## config.mk

```make
export PLATFORM = sky130hd
export DESIGN_NAME = data_mem_arbiter
export DESIGN_NICKNAME = d
export VERILOG_FILES = /design/src/rtl/data_mem_arbiter.sv
export SDC_FILE = /design/constraint.sdc
export NUM_CORES = 1
export LEC_CHECK = 0
export BUFFER_PORTS_ARGS = -buffer_cell sky130_fd_sc_hd__buf_4
export CAP_MARGIN = 10
export CORE_MARGIN = 5
export CORE_UTILIZATION = 48
export CTS_BUF_LIST = sky130_fd_sc_hd__clkbuf_4 sky130_fd_sc_hd__clkbuf_8
export DETAILED_ROUTE_END_ITERATION = 8
export GPL_TIMING_DRIVEN = 1
export MAX_ROUTING_LAYER = met4
export PLACE_DENSITY_LB_ADDON = 0.3
export SLEW_MARGIN = 20
export SYNTH_ARGS = -nofsm -noshare
export SYNTH_HDL_FRONTEND = slang
export SYNTH_SLANG_ARGS = --single-unit
export TNS_END_PERCENT = 1
```

## constraint.sdc

```tcl
create_clock -name clk -period 2 [get_ports clk]
set_clock_uncertainty 0.05 [all_clocks]
set_input_delay 0.1 -clock clk [delete_from_list [all_inputs] [get_ports clk]]
set_output_delay 0.1 -clock clk [all_outputs]
set_load 0.02 [all_outputs]
```

## src/rtl/data_mem_arbiter.sv

```systemverilog
// rtl/data_mem_arbiter.sv - two-port round-robin arbiter for the single-port data memory
//
// Purpose: shares one fixed-latency single-port memory between the CPU
// load/store path and the DMA/program-loader port. Each port uses a
// req/ack handshake. The controller runs IDLE -> ISSUE -> WAIT -> ACK.
//
// Ports:
//   clk, reset                  clock, asynchronous active-low reset
//   cpu_req/we/addr/wdata       CPU request fields (held until cpu_ack)
//   cpu_ack, cpu_rdata          CPU one-cycle completion, last read result
//   dma_*                       DMA port, same rules as the CPU port
//   mem_en/we/addr/wdata        memory strobe and access fields
//   mem_rdata                   memory read data, valid MEM_LAT cycles after mem_en
//   busy                        high whenever the FSM is not in IDLE
//   owner                       current/last grantee (0 = CPU, 1 = DMA)
module data_mem_arbiter #(
    parameter int ADDR_W  = 16,
    parameter int DATA_W  = 16,
    parameter int MEM_LAT = 2
) (
    input  logic              clk,
    input  logic              reset,
    input  logic              cpu_req,
    input  logic              cpu_we,
    input  logic [ADDR_W-1:0] cpu_addr,
    input  logic [DATA_W-1:0] cpu_wdata,
    output logic              cpu_ack,
    output logic [DATA_W-1:0] cpu_rdata,
    input  logic              dma_req,
    input  logic              dma_we,
    input  logic [ADDR_W-1:0] dma_addr,
    input  logic [DATA_W-1:0] dma_wdata,
    output logic              dma_ack,
    output logic [DATA_W-1:0] dma_rdata,
    output logic              mem_en,
    output logic              mem_we,
    output logic [ADDR_W-1:0] mem_addr,
    output logic [DATA_W-1:0] mem_wdata,
    input  logic [DATA_W-1:0] mem_rdata,
    output logic              busy,
    output logic              owner
);

    localparam int CNT_W = $clog2(MEM_LAT + 1);

    typedef enum logic [1:0] {
        S_IDLE  = 2'd0,
        S_ISSUE = 2'd1,
        S_WAIT  = 2'd2,
        S_ACK   = 2'd3
    } state_t;

    state_t            r_state;
    logic [CNT_W-1:0]  r_cnt;
    logic              r_owner;
    logic              r_mem_en;
    logic              r_mem_we;
    logic [ADDR_W-1:0] r_mem_addr;
    logic [DATA_W-1:0] r_mem_wdata;
    logic              r_cpu_ack;
    logic              r_dma_ack;
    logic [DATA_W-1:0] r_cpu_rdata;
    logic [DATA_W-1:0] r_dma_rdata;
    logic              r_busy;

    logic              w_any_req;
    logic              w_grant_dma;

    // Under contention the port that did not own the last grant wins;
    // owner resets to DMA so the CPU takes the first contended grant.
    assign w_any_req   = cpu_req | dma_req;
    assign w_grant_dma = dma_req & (~cpu_req | ~r_owner);

    always_ff @(posedge clk or negedge reset) begin
        if (!reset) begin
            r_state     <= S_IDLE;
            r_cnt       <= '0;
            r_owner     <= 1'b1;
            r_mem_en    <= 1'b0;
            r_mem_we    <= 1'b0;
            r_mem_addr  <= '0;
            r_mem_wdata <= '0;
            r_cpu_ack   <= 1'b0;
            r_dma_ack   <= 1'b0;
            r_cpu_rdata <= '0;
            r_dma_rdata <= '0;
            r_busy      <= 1'b0;
        end else begin
            case (r_state)
                S_IDLE: begin
                    if (w_any_req) begin
                        // The memory fields double as the latched request,
                        // so they are valid during ISSUE and hold afterwards.
                        r_owner     <= w_grant_dma;
                        r_mem_we    <= w_grant_dma ? dma_we    : cpu_we;
                        r_mem_addr  <= w_grant_dma ? dma_addr  : cpu_addr;
                        r_mem_wdata <= w_grant_dma ? dma_wdata : cpu_wdata;
                        r_mem_en    <= 1'b1;
                        r_busy      <= 1'b1;
                        r_state     <= S_ISSUE;
                    end
                end
                S_ISSUE: begin
                    r_mem_en <= 1'b0;
                    r_cnt    <= CNT_W'(MEM_LAT);
                    r_state  <= S_WAIT;
                end
                S_WAIT: begin
                    if (r_cnt == CNT_W'(1)) begin
                        // Last wait cycle: mem_rdata is valid now.
                        if (!r_mem_we) begin
                            if (r_owner) r_dma_rdata <= mem_rdata;
                            else         r_cpu_rdata <= mem_rdata;
                        end
                        r_cpu_ack <= ~r_owner;
                        r_dma_ack <= r_owner;
                        r_state   <= S_ACK;
                    end else begin
                        r_cnt <= r_cnt - CNT_W'(1);
                    end
                end
                S_ACK: begin
                    r_cpu_ack <= 1'b0;
                    r_dma_ack <= 1'b0;
                    r_busy    <= 1'b0;
                    r_state   <= S_IDLE;
                end
                default: r_state <= S_IDLE;
            endcase
        end
    end

    assign cpu_ack   = r_cpu_ack;
    assign dma_ack   = r_dma_ack;
    assign cpu_rdata = r_cpu_rdata;
    assign dma_rdata = r_dma_rdata;
    assign mem_en    = r_mem_en;
    assign mem_we    = r_mem_we;
    assign mem_addr  = r_mem_addr;
    assign mem_wdata = r_mem_wdata;
    assign busy      = r_busy;
    assign owner     = r_owner;

endmodule

```

==> summary.log, run 1 <==
INFO  outcome        status=finished clean
INFO  synth          async_flop_share=100%
INFO  critical_path  critical_path.cell_chain=inv_1 > ha_1 > o21a_2 > buf_12 > nor2_1 > a31oi_1
INFO  synth          synth_sequential_area_ratio=55.8%
INFO  critical_path  cp.required=2190ps
INFO  detailed_routing detailedRoute.firstIterationViolations=140
INFO  clocking       cts_repair_resize_count=0
INFO  layout         area.growth.synth_to_final=68.1%
INFO  power_and_ir_drop power.density_cell_area=1410mW/mm2
INFO  critical_path  timing.reg2reg.setup_slack=140ps
INFO  synth          synthMostInstantiatedCell=sky130_fd_sc_hd__dfrtp_1
INFO  synth          synthFlopType=sky130_fd_sc_hd__dfrtp_1
INFO  synth          synthesis.instances=304
INFO  timing         fin_setup_tns=0ps
INFO  detailed_routing post-route-drc-count=0
INFO  timing         hold_viol=0
INFO  synth          ys_top_cells_by_area=sky130_fd_sc_hd__dfrtp_1 55%, sky130_fd_sc_hd__nand2_1 7.7%, sky130_fd_sc_hd__a31oi_1 6.4%
INFO  worst_hold_path worst_hold_path.num_cells=3
INFO  critical_path  regToRegStartpoint=r_state[0]
INFO  power_and_ir_drop post-layout-total-power=0.00788W
INFO  detailed_routing ant_nets=0
INFO  clocking       cts_made_buffers=9
INFO  floorplan      total_die_area=0.00868mm2
INFO  layout         final_layout_size_suffix_gt1_share=36.4%
INFO  floorplan      die-height=93.1um
INFO  detailed_routing wire_per_inst=17.3um
INFO  critical_path  critical_path.max_fanout=66
INFO  layout         final_nets=636
INFO  synth          synthesized_area_fraction_occupied_by_and_or_nand_nor_cells=13.5%
INFO  clocking       clock_sinks=74
INFO  global_routing first_pass_grt_wire_length=17,700um
INFO  clocking       clk_pin_slew=90ps
INFO  flow_run       cap_violations=0
INFO  critical_path  timing.reg2reg.worst_path_depth=6
INFO  synth          synth_area=0.00332mm2
INFO  clocking       tritoncts=yes
INFO  synth          synth_mux_area_share=13.9%
INFO  synth          synth.lib_cells_used.distinct=29
INFO  detailed_routing route.vias.total=3,235
INFO  worst_hold_path hold_start=dma_req
INFO  layout         filler_cell_count=360
INFO  clocking       clk_root_buffer_cell=sky130_fd_sc_hd__clkbuf_8
INFO  placement      io_buffers=155
INFO  synth          synthesis.nets=399
INFO  critical_path  setup.worst_path.start_class=flop
INFO  synth          main_combinational_cell_family_by_area_after_synthesis=multiplexers
INFO  floorplan      ios=156
INFO  clocking       worstSkewPairLatency=330ps
INFO  clocking       post-cts-setup-buffer-count=0
INFO  synth          post_synth_top_area_cell=sky130_fd_sc_hd__dfrtp_1
INFO  timing         grt_setup_unrepaired=false
INFO  worst_hold_path whs_endpoint=owner
INFO  global_routing antenna_found_initial=0
INFO  detailed_routing postRouteWirelength=10,800um
INFO  timing         maxClockFrequency=539MHz
INFO  critical_path  critPathArrivalTime=2050ps
INFO  timing         max_slew.worst_pin.slew=443ps
INFO  detailed_routing first_pass_iters=4
INFO  floorplan      placeable_core_region=0.00676mm2
INFO  global_routing via_count_of_the_first_global_routing_pass=3,524
INFO  synth          synth_enable_flop_cells=0
INFO  timing         finalSetupViolations=0
INFO  placement      detailed_place_hpwl=6280um
INFO  floorplan      die_width=93.1um
INFO  timing         final-max-slew-violation-count=0
INFO  global_routing aggregate_global_routing_overflow=0
INFO  worst_hold_path min-delay-path-class=in -> reg
INFO  synth          synth_xor_area_share=0%
INFO  layout         antenna-diode-count=0
INFO  timing         post-route-min-period=1860ps
INFO  timing         final.period_utilization=92.8%
INFO  critical_path  critical-path-max-stage-delay=420ps
INFO  layout         multiInputGateArea=0.00133mm2
INFO  synth          synth_adder_area_share=3.39%
INFO  critical_path  setup.worst_path.end_class=flop
INFO  clocking       cts_max_path_buffers=2
INFO  timing         relSlewSlack=70.3%
INFO  detailed_routing ratio_of_routed_vias_to_standard_cells=5.17
INFO  synth          yosysWarningCount=0
INFO  power_and_ir_drop ir_worst_vdd=0.000833V
INFO  placement      gp_congestion=0.816
INFO  global_routing grt_util_all_layers=26.4%
INFO  layout         regArea=0.00185mm2
INFO  timing         final_hold_slack=40.4ps
INFO  floorplan      placementRows=30
INFO  synth          postSynthRegisterBits=74
INFO  critical_path  timing.rr.end=mem_addr[13]
INFO  floorplan      floorplan.initialDensity=49.1%
INFO  synth          per_instance_average_area_after_synthesis=10.9um2
INFO  global_routing grt_start_max_net_pins=67
INFO  synth          compound_gate_portion_of_the_synthesized_area=9.35%
INFO  critical_path  setup.worst_path.class=reg -> reg
INFO  synth          yosys.area.top_type_share=55.1%
INFO  power_and_ir_drop leakagePower=2.67nW
INFO  clocking       cts-htree-levels=3
INFO  critical_path  slowest_stage=sky130_fd_sc_hd__dfrtp_1
INFO  synth          commonest_cells_in_the_synthesized_netlist=73 x sky130_fd_sc_hd__dfrtp_1, 68 x sky130_fd_sc_hd__nand2_1, 38 x sky130_fd_sc_hd__nor2_1
metrics by stage:
stage / util, % / instance area, um2 / setup WS, ps / instances
after global placement: 67.6 / 4570 / 261 / 526
final: 82.5 / 5580 / 144 / 626
after detailed placement: 67.6 / 4570 / 164 / 526
after CTS: 82.5 / 5580 / 160 / 626
after global routing: 82.5 / 5580 / 23.0 / 626
after floorplan: - / 3320 / 273 / 304
sequential cells by signal, summed over array words and instances, names as in the netlist:
register	cells
cpu_rdata	16
dma_rdata	16
mem_addr	16
mem_wdata	16
r_cnt	2
r_state	2
busy	1
cpu_ack	1
dma_ack	1
mem_en	1
mem_we	1
owner	1
final cells by class:
cell class                      count  area share [%]
Timing Repair Buffer              245            37.6
Inverter                            6           0.404
Clock buffer                        9            2.22
Tap cell                           80            1.79
Clock inverter                      7           0.830
Sequential cell                    74            33.2
Multi-Input combinational cell    205            23.9
power by group:
part           switching (W)  internal [W]
logic                0.00221       0.00189
registers           0.000508       0.00226
clock network       0.000565      0.000445
total                0.00328       0.00460
worst max-delay path: cells and delay by family, from the launching register on:
family                     cells  cell delay (ps)
buffers and inverters          2              410
AOI/OAI and AO/OA              2              440
DFF                            1              420
and+or+nand+nor                1               90
adders and majority gates      1              330
kinds of logic after synthesis:
group	Yosys count
adder cells (fa/ha/maj)	9
buffers and inverters	25
AND/OR/NAND/NOR	110
multiplexers	38
flip-flops	74
AO/OA/AOI/OAI	48
worst max path at each step:
stage	startpoint	end	slack [ps]
finish	r_state[0]	mem_addr[13]	140
global route	r_state[0]	mem_addr[13]	20
CTS	r_state[0]	cpu_rdata[1]	160
detailed placement	r_state[0]	cpu_rdata[1]	160
global placement	r_state[0]	cpu_rdata[5]	260
floorplan	r_state[0]	cpu_rdata[10]	270
placed cells by master (no fill, tap or decap), types with 3 or more instances in the layout:
master,count
sky130_fd_sc_hd__clkinv_2,3
sky130_fd_sc_hd__clkinvlp_4,3
sky130_fd_sc_hd__buf_12,4
sky130_fd_sc_hd__inv_1,6
sky130_fd_sc_hd__dlygate4sd3_1,84
sky130_fd_sc_hd__mux2_1,16
sky130_fd_sc_hd__mux2_4,10
sky130_fd_sc_hd__mux2_2,8
sky130_fd_sc_hd__nand2_1,68
sky130_fd_sc_hd__ha_1,9
sky130_fd_sc_hd__nor2_1,38
sky130_fd_sc_hd__mux2i_1,4
sky130_fd_sc_hd__dfrtp_1,73
sky130_fd_sc_hd__a21oi_1,4
sky130_fd_sc_hd__a31oi_1,34
sky130_fd_sc_hd__clkbuf_8,9
sky130_fd_sc_hd__buf_4,157
metal layers:
metal	GRT usage (%)	vias to the layer above	routed length (um)
met5	-	-	0
li1	-	1508	-
met3	6.52	21	974
met1	32.6	1547	4340
met2	42.5	159	5300
met4	9.52	0	219
repair_timing:
action	4_1_cts	5_1_grt
endpoints found under the hold margin	123	0
setup endpoints to repair	0	0
hold buffers	84	0
(Power assumes the default switching activity.)
==> inputs of run 2 (changes only) <==
--- a/config.mk
+++ b/config.mk
@@ -10,6 +10,7 @@
 export CORE_MARGIN = 5
 export CORE_UTILIZATION = 48
 export CTS_BUF_LIST = sky130_fd_sc_hd__clkbuf_4 sky130_fd_sc_hd__clkbuf_8
+export CTS_CLUSTER_DIAMETER = 150
 export DETAILED_ROUTE_END_ITERATION = 8
 export GPL_TIMING_DRIVEN = 1
 export MAX_ROUTING_LAYER = met4
==> constraint.sdc (replaced) <==
create_clock -name clk -period 1.85 [get_ports clk]
set_clock_uncertainty 0.05 [all_clocks]
set_input_delay 0.0925 -clock clk [delete_from_list [all_inputs] [get_ports clk]]
set_output_delay 0.0925 -clock clk [all_outputs]
set_load 0.02 [all_outputs]
==> run 2 against run 1 <==
Worst hold slack got worse by 16 ps. Wire length is 6.8% higher. Fmax is 5.8% higher. Via count up 5.6%. Largest cell class unchanged. Die area unchanged. Sequential share of layout area fell by 0.39 points. Clock power rose by 42%. Combinational power up 9.3%. Critical path depth fell by 1. Register-to-register slack worse by 50 ps. Critical endpoint is now cpu_rdata[1].
==> summary.log, run 2 (synthesized netlist as in run 1, its figures left out) <==
INFO  global_routing grt_util_all_layers=27.9% [+1.5 points]
INFO  critical_path  regToRegStartpoint=r_state[0]
INFO  critical_path  critical_path.max_fanout=16 [-76%]
INFO  clocking       clk_root_buffer_cell=sky130_fd_sc_hd__clkbuf_8
INFO  global_routing aggregate_global_routing_overflow=0 [unchanged]
INFO  clocking       worstSkewPairLatency=340ps [about the same]
INFO  timing         max_slew.worst_pin.slew=427ps [-16.1 ps]
INFO  power_and_ir_drop power.density_cell_area=1580mW/mm2 [+12%]
INFO  floorplan      die-height=93.1um [unchanged]
INFO  power_and_ir_drop switching_share=40.6% [-1.0 points]
INFO  global_routing via_count_of_the_first_global_routing_pass=3,554 [+0.85%]
INFO  timing         relSlewSlack=71.5% [+1.2 points]
INFO  timing         grt_setup_unrepaired=false
INFO  layout         layout.cells.most_common=sky130_fd_sc_hd__buf_4
INFO  clocking       cts_max_path_buffers=2 [unchanged]
INFO  timing         finalSetupViolations=0 [unchanged]
INFO  power_and_ir_drop leakagePower=2.70nW [+1.1%]
INFO  detailed_routing first_pass_iters=5 [+1]
INFO  timing         fin_setup_tns=0ps [unchanged]
INFO  global_routing antenna_found_initial=1 [+1]
INFO  critical_path  crit_path_start=r_state[0]
INFO  global_routing first_pass_grt_wire_length=18,000um [+1.9%]
INFO  critical_path  cp.required=2030ps [-160 ps]
INFO  worst_hold_path min-delay-path-class=in -> reg
INFO  placement      post_dp_cell_area=0.00457mm2 [about the same]
INFO  layout         final_nets=638 [+0.31%]
INFO  power_and_ir_drop ir_worst_vdd=0.000750V [-10%]
INFO  layout         final_layout_size_suffix_gt1_share=37.2% [+0.78 points]
INFO  placement      io_buffers=155 [unchanged]
INFO  floorplan      placeable_core_region=0.00676mm2 [unchanged]
INFO  timing         final-max-slew-violation-count=0 [unchanged]
INFO  critical_path  setup.worst_path.class=reg -> reg
INFO  detailed_routing detailedRoute.firstIterationViolations=180 [+29%]
INFO  layout         regArea=0.00185mm2 [unchanged]
INFO  clocking       post-cts-setup-buffer-count=0 [unchanged]
INFO  worst_hold_path hold_start=dma_req
INFO  power_and_ir_drop p_switching=0.00363W [+10%]
INFO  floorplan      floorplan.initialDensity=49.1% [unchanged]
INFO  placement      detailed_place_hpwl=6380um [+1.5%]
INFO  flow_run       cap_violations=0 [unchanged]
INFO  floorplan      ios=156 [unchanged]
INFO  clocking       cts-htree-levels=3 [unchanged]
INFO  layout         filler_cell_count=335 [-6.9%]
INFO  timing         maxClockFrequency=570MHz [+5.8%]
INFO  timing         post-route-worst-setup-slack=94.9ps [-48.7 ps]
INFO  timing         hold_viol=0 [unchanged]
INFO  floorplan      total_die_area=0.00868mm2 [unchanged]
INFO  layout         stdcell_area=0.00564mm2 [+1.2%]
INFO  detailed_routing post-route-drc-count=0 [unchanged]
INFO  power_and_ir_drop power_report.internal_total=0.00530W [+15%]
INFO  timing         post-route-min-period=1760ps [-101 ps]
INFO  critical_path  setup.worst_path.end_class=flop
INFO  placement      gp_congestion=0.813 [-0.45%]
INFO  detailed_routing ratio_of_routed_vias_to_standard_cells=5.43 [+5.1%]
INFO  outcome        status=finished clean
INFO  floorplan      placementRows=30 [unchanged]
INFO  power_and_ir_drop power_frac_comb=50.1% [-1.9 points]
INFO  detailed_routing ant_nets=0 [unchanged]
INFO  floorplan      die_width=93.1um [unchanged]
INFO  layout         area.growth.synth_to_final=70.1%
INFO  global_routing grt_start_max_net_pins=67 [unchanged]
INFO  detailed_routing postRouteWirelength=11,600um [+6.8%]
INFO  critical_path  critPathArrivalTime=1930ps [-120 ps]
INFO  detailed_routing wire_per_inst=18.4um [+6.3%]
INFO  layout         multiInputGateArea=0.00134mm2 [+0.38%]
INFO  clocking       clk_pin_slew=80ps [about the same]
INFO  timing         final.period_utilization=94.9% [+2.0 points]
INFO  critical_path  setup.worst_path.start_class=flop
INFO  placement      pre_cts_ws=17.9ps [-146 ps]
INFO  clocking       cts_made_buffers=9 [unchanged]
INFO  layout         layout.cells.most_common_list=160 x sky130_fd_sc_hd__buf_4, 84 x sky130_fd_sc_hd__dlygate4sd3_1, 73 x sky130_fd_sc_hd__dfrtp_1
INFO  power_and_ir_drop share_clk_of_total_power=16.0% [+3.2 points]
INFO  clocking       tritoncts=yes
INFO  clocking       clock_sinks=74 [unchanged]
INFO  power_and_ir_drop seq_power_share=33.9% [-1.3 points]
INFO  detailed_routing route.vias.total=3,417 [+5.6%]
## run 2: cell type report
type / count / area share (%)
inverter: 6 / 0.399
multi-input combinational: 205 / 23.7
sequential: 74 / 32.8
antenna: 1 / 0.0443
clock buffer: 10 / 2.44
timing repair buffer: 247 / 37.3
clock inverter: 6 / 1.57
tap: 80 / 1.77
## run 2: worst paths after layout
check / endpoint / slack (ps) / cells after the start
worst max-delay path: cpu_rdata[1] / 90 / 5
worst min-delay path: owner / 20 / 3
worst max register to register: cpu_rdata[1] / 90 / 5
worst min register to register: cpu_ack / 440 / 2
max in group asynchronous: owner / 930 / 3
min in group asynchronous: dma_rdata[4] / 180 / 2
## run 2: repair_timing
| action | 4_1_cts | 5_1_grt |
|---|---|---|
| pin swaps | 0 | 0 |
| gates resized for setup | 1 | 2 |
| hold buffers | 84 | 0 |
| endpoints found under the setup margin | 1 | 28 |
| cloned | 0 | 0 |
| endpoints found under the hold margin | 125 | 0 |
## run 2: routing by layer
layer / global-route usage, % / wire [um] / vias to the layer above
met5: - / 0 / -
met4: 13.9 / 484 / 0
met3: 7.24 / 1000 / 50
met2: 45.0 / 5540 / 220
met1: 32.5 / 4550 / 1637
li1: - / - / 1510
## run 2: critical path, stage by stage, from the launching register on
cell and delay, ps:
sky130_fd_sc_hd__dfrtp_1 420, sky130_fd_sc_hd__inv_2 120, sky130_fd_sc_hd__ha_2 260, sky130_fd_sc_hd__and4bb_1 270, sky130_fd_sc_hd__buf_12 180, sky130_fd_sc_hd__mux2_1 340
## run 2: metrics by stage
stage | total power [W] | instances | hold WS (ps) | util (%)
after floorplan | 0.00536 | 304 | -253 | -
after global placement | 0.00706 | 528 | 3.78 | 67.6
after detailed placement | 0.00721 | 528 | 6.37 | 67.6
after CTS | 0.00876 | 628 | 11.0 | 83.4
after global routing | 0.00940 | 629 | 54.0 | 83.5
final | 0.00893 | 629 | 24.0 | 83.5
## run 2: power groups by stage
| stage | clock (W) | sequential [W] | combinational (W) |
|---|---|---|---|
| 3_3_place_gp | 0 | 0.00294 | 0.00411 |
| 6_report | 0.00143 | 0.00302 | 0.00448 |
| 4_1_cts | 0.00143 | 0.00296 | 0.00437 |
| 5_1_grt | 0.00151 | 0.00311 | 0.00478 |
| 3_5_place_dp | 0 | 0.00298 | 0.00423 |
| 2_1_floorplan | 0 | 0.00384 | 0.00152 |
==> inputs of run 3 (changes only) <==
==> constraint.sdc (replaced) <==
create_clock -name clk -period 1.85 [get_ports clk]
set_clock_uncertainty 0.05 [all_clocks]
set_input_delay 0.185 -clock clk [delete_from_list [all_inputs] [get_ports clk]]
set_output_delay 0.185 -clock clk [all_outputs]
set_load 0.02 [all_outputs]
==> run 3 against run 2 <==
Cell area is 15% lower. Total power is 5.7% lower. Count of clock-buffer cells in the layout is 1 higher. Worst setup slack worse by 32 ps. Combinational power is 6.9% lower.
==> summary.log, run 3 (synthesized netlist as in run 1, its figures left out) <==
INFO  timing         finalSetupViolations=0 [unchanged]
INFO  layout         antenna-diode-count=0 [-1]
INFO  clocking       cts-htree-levels=3 [unchanged]
INFO  timing         hold_viol=0 [unchanged]
INFO  floorplan      placementRows=30 [unchanged]
INFO  worst_hold_path min-delay-path-class=in -> reg
INFO  global_routing grt_util_all_layers=20.0% [-7.9 points]
INFO  placement      io_buffers=155 [unchanged]
INFO  global_routing antenna_found_initial=0 [-1]
INFO  clocking       clk_pin_slew=90ps [about the same]
INFO  detailed_routing postRouteWirelength=8350um [-28%]
INFO  critical_path  timing.reg2reg.worst_path_depth=5 [unchanged]
INFO  power_and_ir_drop power.density_cell_area=1750mW/mm2 [+11%]
INFO  detailed_routing post-route-drc-count=0 [unchanged]
INFO  layout         final_layout_size_suffix_gt1_share=43.3% [+6.1 points]
INFO  detailed_routing ant_nets=0 [unchanged]
INFO  critical_path  setup.worst_path.end_class=flop
INFO  critical_path  regToRegStartpoint=r_state[0]
INFO  critical_path  setup.worst_path.start_class=flop
INFO  placement      gp_congestion=0.792 [-2.5%]
INFO  global_routing aggregate_global_routing_overflow=0 [unchanged]
INFO  layout         area.growth.synth_to_final=45.0%
INFO  floorplan      die_width=93.1um [unchanged]
INFO  floorplan      floorplan.initialDensity=49.1% [unchanged]
INFO  detailed_routing route.vias.total=2,785 [-18%]
INFO  critical_path  setup.worst_path.class=reg -> reg
INFO  timing         grt_setup_unrepaired=false
INFO  floorplan      die-height=93.1um [unchanged]
INFO  layout         layout.cells.most_common_list=159 x sky130_fd_sc_hd__buf_4, 73 x sky130_fd_sc_hd__dfrtp_1, 68 x sky130_fd_sc_hd__nand2_1
INFO  power_and_ir_drop ir_worst_vdd=0.000862V [+15%]
INFO  detailed_routing detailedRoute.firstIterationViolations=126 [-30%]
INFO  timing         max_slew.worst_pin.slew=566ps [+139 ps]
INFO  clocking       cts_max_path_buffers=2 [unchanged]
INFO  global_routing via_count_of_the_first_global_routing_pass=2,800 [-21%]
INFO  layout         layout.cells.most_common=sky130_fd_sc_hd__buf_4
INFO  timing         final.period_utilization=96.6% [+1.7 points]
INFO  floorplan      total_die_area=0.00868mm2 [unchanged]
INFO  timing         post-route-min-period=1790ps [+31.9 ps]
INFO  critical_path  cp.required=2010ps [-20 ps]
INFO  timing         maxClockFrequency=560MHz [-1.8%]
INFO  floorplan      placeable_core_region=0.00676mm2 [unchanged]
INFO  flow_run       cap_violations=0 [unchanged]
INFO  clocking       cts_made_buffers=9 [unchanged]
INFO  timing         fin_setup_tns=0ps [unchanged]
INFO  outcome        status=finished clean
INFO  floorplan      ios=156 [unchanged]
INFO  placement      pre_cts_ws=43.6ps [+25.7 ps]
INFO  timing         relSlewSlack=62.3% [-9.3 points]
INFO  power_and_ir_drop leakagePower=2.36nW [-13%]
INFO  power_and_ir_drop share_clk_of_total_power=15.3% [-0.7 points]
INFO  critical_path  timing.reg2reg.setup_slack=60ps [-30 ps]
INFO  power_and_ir_drop power_report.internal_total=0.00507W [-4.4%]
INFO  clocking       worstSkewPairLatency=340ps [about the same]
INFO  global_routing first_pass_grt_wire_length=13,200um [-27%]
INFO  layout         final_nets=556 [-13%]
INFO  power_and_ir_drop switching_share=39.8% [-0.79 points]
INFO  power_and_ir_drop p_switching=0.00335W [-7.5%]
INFO  power_and_ir_drop seq_power_share=35.1% [+1.2 points]
INFO  critical_path  crit_path_start=r_state[0]
INFO  power_and_ir_drop power_frac_comb=49.5% [-0.6 points]
INFO  critical_path  worst_setup_path_endpoint=cpu_rdata[2]
INFO  timing         final-max-slew-violation-count=0 [unchanged]
INFO  detailed_routing ratio_of_routed_vias_to_standard_cells=5.10 [-6.1%]
INFO  global_routing grt_start_max_net_pins=67 [unchanged]
INFO  clocking       clock_sinks=74 [unchanged]
INFO  detailed_routing first_pass_iters=4 [-1]
INFO  detailed_routing wire_per_inst=15.3um [-17%]
INFO  timing         post-route-worst-setup-slack=63.0ps [-31.9 ps]
INFO  clocking       tritoncts=yes
INFO  critical_path  timing.rr.end=cpu_rdata[2]
INFO  placement      detailed_place_hpwl=6270um [-1.6%]
INFO  clocking       clk_root_buffer_cell=sky130_fd_sc_hd__clkbuf_8
INFO  critical_path  critical_path.max_fanout=16 [unchanged]
INFO  critical_path  critPathArrivalTime=1950ps [+20 ps]
run 3: changes by cell type in the layout (fill, tap and decap cells not counted), sizes merged:
cell and change:
bufinv -1, clkbuf +1, diode -1, dlygate4sd3 -82
run 3: area by class of cell:
class	count	area, um2
timing repair buffer	165	1290
tap	80	100
sequential	74	1850
inverter	6	22.5
multi-input combinational	205	1330
clock inverter	5	62.6
fill	512	1950
clock buffer	11	145
run 3: through the flow:
stage	hold slack (ps)	total power (W)	utilization [%]	instance area, um2	cells
2_1_floorplan	-161	0.00536	-	3320	304
3_3_place_gp	163	0.00705	67.5	4560	527
3_5_place_dp	169	0.00720	67.5	4560	527
4_1_cts	0.277	0.00850	70.9	4790	545
5_1_grt	4.89	0.00897	71.2	4810	546
6_report	9.05	0.00842	71.2	4810	546
run 3: routing by layer:
metal	vias to the layer above	routed length, um	GRT usage, %	part of all wire [%]
met5	-	0	-	0
met4	0	133	7.08	1.6
met3	11	694	5.39	8.3
met2	117	3920	30.9	47
met1	1315	3610	25.6	43
li1	1342	-	-	-
run 3: repair_timing:
action / in CTS / in global routing
endpoints found under the setup margin: 0 / 11
endpoints found under the hold margin: 42 / 0
gates resized for setup: 0 / 1
hold buffers: 2 / 0
buffers inserted: 0 / 1
run 3: critical path, stage by stage (launching register included):
cell	delay [ps]
sky130_fd_sc_hd__dfrtp_1	420
sky130_fd_sc_hd__inv_1	160
sky130_fd_sc_hd__ha_2	260
sky130_fd_sc_hd__and4bb_1	260
sky130_fd_sc_hd__buf_12	180
sky130_fd_sc_hd__mux2_1	340
run 3: how the worst min path moves through the flow:
stage | from | to | slack, ps | cells after the start
2_1_floorplan | reset | busy | -160 | 0
3_3_place_gp | reset | cpu_rdata[1] | 160 | 1
3_5_place_dp | reset | cpu_rdata[1] | 170 | 1
4_1_cts | mem_rdata[9] | dma_rdata[9] | 0.3 | 2
5_1_grt | mem_rdata[9] | dma_rdata[9] | 5 | 2
6_report | mem_rdata[9] | dma_rdata[9] | 9 | 2
run 3: power by group through the flow:
stage / clock network, W / logic (W) / registers [W]
2_1_floorplan: 0 / 0.00152 / 0.00384
3_3_place_gp: 0 / 0.00411 / 0.00294
3_5_place_dp: 0 / 0.00422 / 0.00299
4_1_cts: 0.00131 / 0.00422 / 0.00296
5_1_grt: 0.00140 / 0.00449 / 0.00308
6_report: 0.00129 / 0.00417 / 0.00296
